--- config.mk ---
export PLATFORM = sky130hd
export DESIGN_NAME = pipelined_rca
export DESIGN_NICKNAME = d
export VERILOG_FILES = /design/src/rtl/pipelined_rca.sv
export SDC_FILE = /design/constraint.sdc
export NUM_CORES = 1
export LEC_CHECK = 0
export CAP_MARGIN = 20
export CELL_PAD_IN_SITES_DETAIL_PLACEMENT = 1
export CELL_PAD_IN_SITES_GLOBAL_PLACEMENT = 1
export CORE_MARGIN = 2
export CORE_UTILIZATION = 46
export CTS_BUF_LIST = sky130_fd_sc_hd__clkbuf_8 sky130_fd_sc_hd__clkbuf_16
export CTS_CLUSTER_SIZE = 14
export DETAILED_ROUTE_END_ITERATION = 8
export HOLD_SLACK_MARGIN = 0.06
export PLACE_DENSITY = 0.92
export SETUP_SLACK_MARGIN = 0.2
export SYNTH_ARGS = -nofsm -noshare
export SYNTH_HDL_FRONTEND = slang
export SYNTH_SLANG_ARGS = --single-unit
--- constraint.sdc ---
create_clock -name clk -period 5.2 [get_ports clk]
set_input_delay 1.56 -clock clk [delete_from_list [all_inputs] [get_ports clk]]
set_output_delay 1.56 -clock clk [all_outputs]
set_load 0.005 [all_outputs]
--- src/rtl/pipelined_rca.sv ---
// Pipelined ripple-carry adder/subtractor. The operand is split into N = WIDTH/SEG
// segments. Each stage ripples one segment and registers its carry for the next stage.
// Low result segments move forward unchanged. High operand segments wait in the skew
// registers until their stage computes them.
module pipelined_rca #(
   parameter int unsigned WIDTH = 16,
   parameter int unsigned SEG   = 4
) (
   input  logic             clk,
   input  logic             rst,
   input  logic             in_valid,
   output logic             in_ready,
   input  logic [WIDTH-1:0] A,
   input  logic [WIDTH-1:0] B,
   input  logic             C,
   input  logic             sub,
   output logic             out_valid,
   input  logic             out_ready,
   output logic [WIDTH-1:0] S,
   output logic             Cout,
   output logic             ovf
);

   localparam int unsigned N = WIDTH / SEG;

   if ((WIDTH % SEG) != 0) begin : g_bad_seg
      $error("pipelined_rca: WIDTH must be a multiple of SEG");
   end

   // Stage registers: valid, skewed operands, partial sum and segment carry.
   logic             r_v  [N];
   logic [WIDTH-1:0] r_a  [N];
   logic [WIDTH-1:0] r_b  [N];
   logic [WIDTH-1:0] r_s  [N];
   logic             r_c  [N];
   logic             r_cm;

   // Per-stage inputs (from the previous stage or from the ports) and per-stage results.
   logic [WIDTH-1:0] w_a_in  [N];
   logic [WIDTH-1:0] w_b_in  [N];
   logic [WIDTH-1:0] w_s_in  [N];
   logic             w_c_in  [N];
   logic [WIDTH-1:0] w_s_out [N];
   logic             w_c_out [N];
   logic [SEG-1:0]   w_seg;
   logic             w_cm;
   logic             w_stall;

   // Stall only when a finished result is blocked downstream. This signal has no path from in_valid.
   assign w_stall  = r_v[N-1] & ~out_ready;
   assign in_ready = ~w_stall;

   // Stage inputs and the ripple add of the segment owned by each stage.
   always_comb begin
      w_seg     = '0;
      w_a_in[0] = A;
      w_b_in[0] = sub ? ~B : B;
      w_s_in[0] = '0;
      w_c_in[0] = sub | C;
      for (int k = 1; k < N; k++) begin
         w_a_in[k] = r_a[k-1];
         w_b_in[k] = r_b[k-1];
         w_s_in[k] = r_s[k-1];
         w_c_in[k] = r_c[k-1];
      end
      for (int k = 0; k < N; k++) begin
         {w_c_out[k], w_seg} = {1'b0, w_a_in[k][k*SEG +: SEG]}
                             + {1'b0, w_b_in[k][k*SEG +: SEG]}
                             + {{SEG{1'b0}}, w_c_in[k]};
         w_s_out[k]                  = w_s_in[k];
         w_s_out[k][k*SEG +: SEG]    = w_seg;
      end
   end

   // The carry into the MSB is recovered from the MSB sum bit, so no separate adder is needed.
   assign w_cm = w_a_in[N-1][WIDTH-1] ^ w_b_in[N-1][WIDTH-1] ^ w_s_out[N-1][WIDTH-1];

   // Pipeline advance. Every stage holds together while stalled, and reset clears all state.
   always_ff @(posedge clk) begin
      if (rst) begin
         for (int k = 0; k < N; k++) begin
            r_v[k] <= 1'b0;
            r_a[k] <= '0;
            r_b[k] <= '0;
            r_s[k] <= '0;
            r_c[k] <= 1'b0;
         end
         r_cm <= 1'b0;
      end else if (!w_stall) begin
         r_v[0] <= in_valid;
         for (int k = 1; k < N; k++) begin
            r_v[k] <= r_v[k-1];
         end
         for (int k = 0; k < N; k++) begin
            r_a[k] <= w_a_in[k];
            r_b[k] <= w_b_in[k];
            r_s[k] <= w_s_out[k];
            r_c[k] <= w_c_out[k];
         end
         r_cm <= w_cm;
      end
   end

   assign out_valid = r_v[N-1];
   assign S         = r_s[N-1];
   assign Cout      = r_c[N-1];
   assign ovf       = r_c[N-1] ^ r_cm;

endmodule

==> metrics.txt <==
Req. time, crit path=between 3 and 4 ns; Synth Flop Type=edfxtp_1; Die Wd=roughly 100 um; share of cells above drive strength 1=6.27%; Final TNS setup=0 ns; Final Util=approximately 56%; area delta synth->final=18.0%; PostCTS Resize Cnt=0; Post-Place Setup Slack=0.986 ns; post-route ant nets=0; Clock Skews=between 0.008 and 0.009 ns; overall power=approximately 1.5 mW; max frequency=approximately 0.24 GHz; Worst EP arrival=2.67 ns; Hold Violations, Final=0; DIE HEIGHT=around 100 um; worst-path maximum fanout=2; slowest stage delay, CP=approximately 0.50 ns; initial drt markers=96; worst slew pin tran=between 0.6 and 0.7 ns; final wirelength=roughly 7.9 mm; Synth Warn #=0; detailed placer's ending HPWL=around 5.4 mm; antenna fix cells=0; io pins=58; Final Critical Period=around 4.2 ns; layout net count=between 400 and 500; vias in the first global route=2,530; Final Cycle Share=approximately 81%; Total GRT Usage=between 10% and 20%; Placed Cells incl. Taps=between 400 and 500; CTS Hold Bufs=0; Placer Congestion=0.758; die area=between 10,000 and 15,000 um2; Syn Area/Cell=about 15 um2; total gr overflow=0; H-Tree Depth=3; most frequent CP cell=clkdlybuf4s50_1; register area share after synthesis=~66%; critical path cell sequence=clkdlybuf4s50_1 -> nand2b_4 -> clkdlybuf4s50_1; first-pass GRT wire length=12.7 mm; Initial Utilization=a little under half; Hold Path Class=flip-flop to flip-flop; total clock buffers created by CTS=9; clock root buffer=clkbuf_8; Leak Pwr=2.32 nW; Post-Syn Area=between 4000 and 5000 um2; Rows=35; Pins Over Slew Limit=0; Yosys cell types=26; MaxCap Viol Count=0; CP startpoint kind=input pin; Crit. End Element=primary output; drc violations=0; fin cells=between 400 and 500; total core area=9240 um2; Skew-Pair Late Insertion Delay=between 0.3 and 0.4 ns; Crit-path slowest cell=clkdlybuf4s50_1; Max clock buf depth=2; Vias/cell=5.00; register area=a little under 3000 um2; Synth Net Count=352; initial antenna violation count=0; vias=around 2,400; largest net degree at the start of global routing=83; Clock transition at path regs=0.07 ns; PwrDens=around 300 nW/um2; FFs w/ async S/R, synth=0%; EDFF count, synth=96; Synth area leaders=edfxtp_1 66%, and3_1 10%, fa_1 3.7%, ha_1 3.4%, xnor2_1 2.8%; setup ws final=roughly 0.97 ns; Synth Register Bits=just under 100; count leader, synth=edfxtp_1; Mapped Cells=294; Port Buffers=between 50 and 60; TritonCTS Sinks=97; Fill cells=around 900; peak supply drop=~150 uV; top cells by count, synth=96 x edfxtp_1, 70 x and3_1, 18 x nor2_1; Setup CP Type=input pin to primary output; Synth top area share=roughly two thirds; setup bufs post-CTS=0; unrepaired setup endpoints after global routing=no; Setup Viol. Count Final=0; Yosys top cell by area=edfxtp_1; post-DR wirelength/cell=16.5 um; status=finished, final reports clean; CTS tree=yes; relative slew slack=a little under three fifths; DR pass1 iterations=4; Multi-input gate area=roughly 1300 um2
## cell families after synthesis
kind of cell    share of synthesized area (%)
simple gates                             14.4
xor+xnor                                 3.80
compound gates                           2.40
fa+ha+maj                                7.09
flops                                    66.3
mux                                     0.915
buf+inv                                  5.09
## worst max-delay path: cells and delay by family
family / cells / cell delay, ns
simple gates: 1 / 0.15
buf+inv: 2 / 0.96
## metal layers
metal | vias to the layer above | track usage (%) | wire length, um
met4 | 0 | 6.76 | 132
met5 | - | 0 | 0
met1 | 1160 | 18.9 | 3320
li1 | 1174 | - | -
met2 | 56 | 29.6 | 4200
met3 | 10 | 4.07 | 260
## sequential cells by signal, indices dropped and copies added, names as in the netlist
signal,count
r_a,24
r_b,24
r_c,4
r_cm,1
r_s,40
r_v,4
## cell type report
cell class              instances  share of cell area, %
well taps                     129                   3.13
flip-flops and latches         97                   56.2
clock buffers                   9                   2.40
clock inverters                 6                   1.02
repair buffers                 63                   12.2
inverters                       9                  0.679
multi-input cells             167                   24.4
## worst paths after layout
check	start	to	slack [ns]	depth (start not counted)
max reg2reg	r_v[3]$_DFFE_PP_	r_s[2][1]$_SDFFCE_PN0P_	2.74	4
max	out_ready	in_ready	0.97	3
min	r_s[2][6]$_SDFFCE_PN0P_	r_s[3][6]$_SDFFCE_PN0P_	0.56	1
min reg2reg	r_s[2][6]$_SDFFCE_PN0P_	r_s[3][6]$_SDFFCE_PN0P_	0.56	1
## placed cells by master (no fill, tap or decap), drive strengths merged, types with 5 or more instances in the layout
cell	instances
edfxtp	96
and3	70
clkdlybuf4s50	57
nor2	18
xnor2	14
ha	12
inv	10
a21oi	9
clkbuf	9
fa	8
a21o	6
buf	6
xor2	5
## report_power, final
group | internal, mW | switching, mW | total [mW] | leakage [nW]
Combinational | 0.0910 | 0.0729 | 0.164 | 1.08
Sequential | 0.919 | 0.0200 | 0.939 | 1.15
Clock | 0.213 | 0.231 | 0.444 | 0.0928
## stage by stage
| step | cell area [um2] | hold slack, ns |
|---|---|---|
| after global routing | 5160 | 0.569 |
| after global placement | 4980 | 0.531 |
| after floorplan | 4380 | 0.521 |
| final | 5160 | 0.557 |
| after CTS | 5160 | 0.559 |
| after detailed placement | 4980 | 0.540 |
(Power assumes the default switching activity.)
